## src/rtl/adc_window_integrator.sv

```systemverilog
`default_nettype none
// ============================================================================
// Module      : adc_window_integrator
// Description : Trigger-gated window integrator for the 13-bit signed ADC
//               sample stream. After a trigger rising edge it waits a
//               programmable delay, subtracts a pedestal from each sample,
//               sums a programmable number of samples and presents the sum
//               with a one-cycle valid strobe.
// Revision    : 1.0 - initial release
// ============================================================================
module adc_window_integrator (
    input  logic        clk,
    input  logic        rst,
    input  logic [12:0] din,
    input  logic        trig,
    input  logic [7:0]  delay,
    input  logic [5:0]  nsamp,
    input  logic [12:0] pedestal,
    output logic [19:0] sum_out,
    output logic        valid,
    output logic        busy,
    output logic        trig_lost
);

    typedef enum logic [1:0] {
        S_IDLE  = 2'd0,
        S_DELAY = 2'd1,
        S_ACCUM = 2'd2
    } state_t;

    state_t r_state;
    state_t w_state_nxt;

    logic        r_trig_d;
    logic [7:0]  r_dcnt;
    logic [5:0]  r_scnt;
    logic [5:0]  r_nsamp_l;
    logic [12:0] r_ped_l;
    logic [19:0] r_acc;
    logic [19:0] r_sum;
    logic        r_valid;
    logic        r_trig_lost;

    logic        w_rise;
    logic [5:0]  w_scnt_inc;
    logic        w_last;
    logic [13:0] w_diff;
    logic [19:0] w_acc_nxt;

    assign w_rise     = trig & ~r_trig_d;
    assign w_scnt_inc = r_scnt + 6'd1;
    // A 6-bit compare lets nsamp = 0 match after the 64th sample (63 + 1 wraps to 0).
    assign w_last     = (r_state == S_ACCUM) && (w_scnt_inc == r_nsamp_l);
    // Both operands sign-extended to 14 bits, so the difference cannot overflow.
    assign w_diff     = {din[12], din} - {r_ped_l[12], r_ped_l};
    assign w_acc_nxt  = r_acc + {{6{w_diff[13]}}, w_diff};

    // State register.
    always_ff @(posedge clk or posedge rst) begin
        if (rst) begin
            r_state <= S_IDLE;
        end else begin
            r_state <= w_state_nxt;
        end
    end

    // Next-state logic: trigger starts a window, delay counts down, accumulation ends on the Nth sample.
    always_comb begin
        w_state_nxt = r_state;
        unique case (r_state)
            S_IDLE: begin
                if (w_rise) begin
                    w_state_nxt = (delay != 8'd0) ? S_DELAY : S_ACCUM;
                end
            end
            S_DELAY: begin
                if (r_dcnt == 8'd1) begin
                    w_state_nxt = S_ACCUM;
                end
            end
            S_ACCUM: begin
                if (w_last) begin
                    w_state_nxt = S_IDLE;
                end
            end
            default: w_state_nxt = S_IDLE;
        endcase
    end

    // Datapath: edge detect, shadow latching, counters, accumulator and registered outputs.
    always_ff @(posedge clk or posedge rst) begin
        if (rst) begin
            r_trig_d    <= 1'b1;   // a trigger held high through reset is not an edge
            r_dcnt      <= 8'd0;
            r_scnt      <= 6'd0;
            r_nsamp_l   <= 6'd0;
            r_ped_l     <= 13'd0;
            r_acc       <= 20'd0;
            r_sum       <= 20'd0;
            r_valid     <= 1'b0;
            r_trig_lost <= 1'b0;
        end else begin
            r_trig_d    <= trig;
            r_valid     <= 1'b0;
            r_trig_lost <= w_rise & (r_state != S_IDLE);
            unique case (r_state)
                S_IDLE: begin
                    if (w_rise) begin
                        r_dcnt    <= delay;
                        r_nsamp_l <= nsamp;
                        r_ped_l   <= pedestal;
                        r_acc     <= 20'd0;
                        r_scnt    <= 6'd0;
                    end
                end
                S_DELAY: begin
                    r_dcnt <= r_dcnt - 8'd1;
                end
                S_ACCUM: begin
                    r_acc  <= w_acc_nxt;
                    r_scnt <= w_scnt_inc;
                    if (w_last) begin
                        r_sum   <= w_acc_nxt;
                        r_valid <= 1'b1;
                    end
                end
                default: begin
                    r_acc <= 20'd0;
                end
            endcase
        end
    end

    assign sum_out   = r_sum;
    assign valid     = r_valid;
    assign busy      = (r_state != S_IDLE);
    assign trig_lost = r_trig_lost;

endmodule
`default_nettype wire

```

## config.mk

```make
export PLATFORM = sky130hd
export DESIGN_NAME = adc_window_integrator
export DESIGN_NICKNAME = d
export VERILOG_FILES = /design/src/rtl/adc_window_integrator.sv
export SDC_FILE = /design/constraint.sdc
export NUM_CORES = 1
export LEC_CHECK = 0
export CAP_MARGIN = 15
export CORE_MARGIN = 4
export CORE_UTILIZATION = 56
export DETAILED_ROUTE_END_ITERATION = 8
export GPL_TIMING_DRIVEN = 0
export PLACE_DENSITY = 0.85
export SYNTH_ARGS = -nofsm -noshare
export SYNTH_HDL_FRONTEND = slang
export SYNTH_SLANG_ARGS = --single-unit
```

## constraint.sdc

```tcl
create_clock -name clk -period 5 [get_ports clk]
set_clock_uncertainty 0.2 [all_clocks]
set_input_delay 1.5 -clock clk [delete_from_list [all_inputs] [get_ports clk]]
set_output_delay 1.5 -clock clk [all_outputs]
set_load 0.03 [all_outputs]
```

==> flow_summary_export.csv <==
group,metric,value,unit
status,status,"finished, violations left",
status,violations,"negative setup slack",
floorplan,start_util,58.10,%
detailed_routing,vias_per_cell,6.029,
setup_path,worstReg2RegEnd,"r_acc[19]",
setup_path,startpoint,"din[0]",
clocking,htreeDepth,3,
clocking,clkTransAtPathRegs,0.09,ns
synthesis,yosysTopAreaCellShare,39.96,%
floorplan,die_x,100.8,µm
setup_path,ff2ff_setup_slack,0.75,ns
hold_path,hold_class,"register to register",
setup_path,worstRegToRegCells,17,
placed_design,portBuffers,65,
synthesis,ys_types,60,
synthesis,syn-num-nets,612,
global_routing,grt_overflow_total,0,
global_routing,grt_pass1_vias,4307,
layout,final_net_count,703,
global_routing,track_usage,25.31,%
global_routing,grt_pass1_wl,20330,µm
sta,fmax,198.0,MHz
detailed_routing,wirelength,13040,µm
synthesis,synth_ff_type,"dfrtp_1",
setup_path,crit_required,5.08,ns
detailed_routing,drc_errors,0,
floorplan,die-height,100.8,µm
layout,final_cell_area,6177,µm²
clocking,cts-root-buf,"clkbuf_8",
setup_path,worst_setup_path_start_kind,"primary input",
global_routing,grt_max_degree,61,
sta,finalSetupViolCount,1,
power_and_ir_drop,leakage,2.803,nW
hold_path,hold_end,"sum_out[9]",
detailed_routing,wire_per_inst,17.81,µm
floorplan,core-area,8299,µm²
layout,multiInputGateArea,2892,µm²
placed_design,place.gp.congestion,0.9122,
layout,drive_above_1_share,14.51,%
sta,post-route-period-util,101.0,%
synthesis,syn_area,4822,µm²
global_routing,antenna_found_initial,0,
clocking,cts_max_path_buffers,2,
layout,antenna_cells,0,
hold_path,whs_path_depth,2,
power_and_ir_drop,p_per_area,748.8,nW/µm²
hold_path,hold_start,"sum_out[9]",
synthesis,synth-edff-count,0,
sta,relSlewSlack,52.28,%
synthesis,synth-seq-cells,78,
synthesis,yosys_warnings,0,
synthesis,syn_inst,531,
placed_design,placed_area,5653,µm²
run,cap_violations,0,
layout,syn_to_final_growth,28.10,%
setup_path,timing.rr.start,"r_ped_l[0]",
clocking,cts_tree,"done",
clocking,numCtsBuffers,9,
detailed_routing,antenna_left,0,
sta,finalCriticalPeriod,5.049,ns
synthesis,synth_seq_area_share,40.50,%
synthesis,ys_top_cells_by_area,"dfrtp_1 40%, ha_1 9.3%, nand2_1 7.0%",
floorplan,io_pins,66,
clocking,cts.sinks,78,
layout,register_area,1953,µm²
clocking,clk_latency,0.36,ns
sta,drv_slew,0,
setup_path,worstPathMaxFanout,3,
placed_design,dp.cells,702,
power_and_ir_drop,ir_worst_vdd,0.0003399,V
synthesis,syn_area_per_cell,9.081,µm²
setup_path,crit_arrival,5.13,ns
sta,hold_viol_final,0,
floorplan,dieArea,10160,µm²
clocking,hold_buffers,0,
detailed_routing,drt_iter0_drc,313,
layout,layoutNonFillerInstCount,732,
setup_path,path_class,"primary input to register",
layout,fillCellCount,570,
floorplan,fp-row-count,33,
detailed_routing,vias,4413,
synthesis,async_flop_share,100.0,%
setup_path,worst_setup_path_end_kind,"register",
synthesis,post-synth-top-count-cell,"nand2_1",
sta,rsz0062_at_grt,"yes",
synthesis,synth_common_cells,"90 x nand2_1, 77 x dfrtp_1, 53 x o21ai_0",
synthesis,synth_top_area_cell,"dfrtp_1",
detailed_routing,drtPass1Iterations,5,
sta,worst-slew-pin-transition,0.7084,ns
placed_design,hpwl,8806,µm
sta,setup_ws,-0.04934,ns
[final cells by class]
cell class	count	area share (%)
plain buffers	18	1.215
flip-flops and latches	78	31.62
well taps	105	2.127
inverters	26	1.661
clock buffers	10	2.228
multi-input cells	408	46.81
clock inverters	6	1.519
repair buffers	81	12.82
[metrics by stage]
stage | power, mW | worst slack (ns) | TNS (ns) | util, % | hold slack [ns]
2_1_floorplan | 2.950 | -0.06141 | -0.06141 | - | 0.2497
3_3_place_gp | 3.517 | -0.9104 | -12.92 | 67.75 | 0.2495
3_5_place_dp | 3.630 | -1.027 | -14.97 | 68.11 | 0.2589
4_1_cts | 4.355 | -0.1019 | -0.1050 | 72.47 | 0.2792
5_1_grt | 4.932 | -0.1668 | -0.5167 | 74.43 | 0.3064
6_report | 4.625 | -0.04934 | -0.04934 | 74.43 | 0.2757
[placed cells by master, fill, tap and decap left out, types with 7 or more instances in the layout]
| cell type | n |
|---|---|
| a211oi_1 | 7 |
| a21o_1 | 10 |
| a21oi_1 | 23 |
| a22o_1 | 11 |
| buf_4 | 16 |
| clkbuf_1 | 14 |
| clkbuf_8 | 10 |
| clkdlybuf4s50_1 | 61 |
| dfrtp_1 | 77 |
| ha_1 | 31 |
| inv_1 | 22 |
| nand2_1 | 90 |
| nand3_1 | 11 |
| nor2_1 | 29 |
| nor2b_1 | 7 |
| nor3_1 | 7 |
| o21ai_0 | 46 |
| o21ai_2 | 8 |
| xnor2_1 | 23 |
| xor2_1 | 12 |
[routing by layer]
layer  routed length, µm  GRT usage [%]
met1                5090          30.58
met2                6700          45.11
met3                 827          4.429
met4                 421          8.912
met5                   0              0
[sequential cells by signal, indices dropped and copies added, names as in the netlist]
signal and cells:
r_trig_d 1, r_state 2, sum_out 20, r_nsamp_l 6, r_dcnt 8, valid 1
trig_lost 1, r_ped_l 13, r_acc 20, r_scnt 6
[power by group]
| part | internal, mW | switching, mW | leakage, nW |
|---|---|---|---|
| registers | 0.876 | 0.174 | 0.966 |
| logic | 1.25 | 1.77 | 1.72 |
| clock network | 0.298 | 0.259 | 0.113 |
| total | 2.42 | 2.20 | 2.80 |
[critical path, cell delays in order]
cell      delay [ns]
buf_8           0.07
inv_4           0.03
ha_4            0.15
fa_2            0.35
nor2b_2         0.16
o21ai_2         0.09
a21boi_2        0.18
o21ai_2         0.10
a21oi_4         0.21
mux2i_1         0.21
nand4_1         0.19
ha_4            0.35
nand2_4         0.06
nor4_4          0.35
o21ai_2         0.13
a211oi_4        0.33
nor3_2          0.08
or4b_1          0.49
o211ai_2        0.08
[repair_timing]
item	in CTS	in global routing
hold endpoints to repair	0	0
setup endpoints to repair	20	16
pin swaps	16	25
buffers inserted	8	7
gates resized for setup	26	27
[kinds of logic after synthesis]
kind of cell / after synthesis / synth area share, %
DFF: 78 / 40.50
muxes: 9 / 2.076
AOI/OAI and AO/OA: 149 / 19.75
and+or+nand+nor: 175 / 16.84
adders and majority gates: 38 / 10.17
buffers and inverters: 45 / 3.658
xor gates and xnor gates: 37 / 7.006
[how the worst max path moves through the flow]
stage               slack [ns]  cells after the start         to
floorplan                -0.06                     18  r_acc[19]
global placement         -0.91                     19  r_acc[19]
detailed placement       -1.03                     18  r_acc[19]
CTS                      -0.10                     19  r_acc[19]
global route             -0.17                     19  r_acc[19]
finish                   -0.05                     19  r_acc[19]
(Power assumes the default switching activity.)
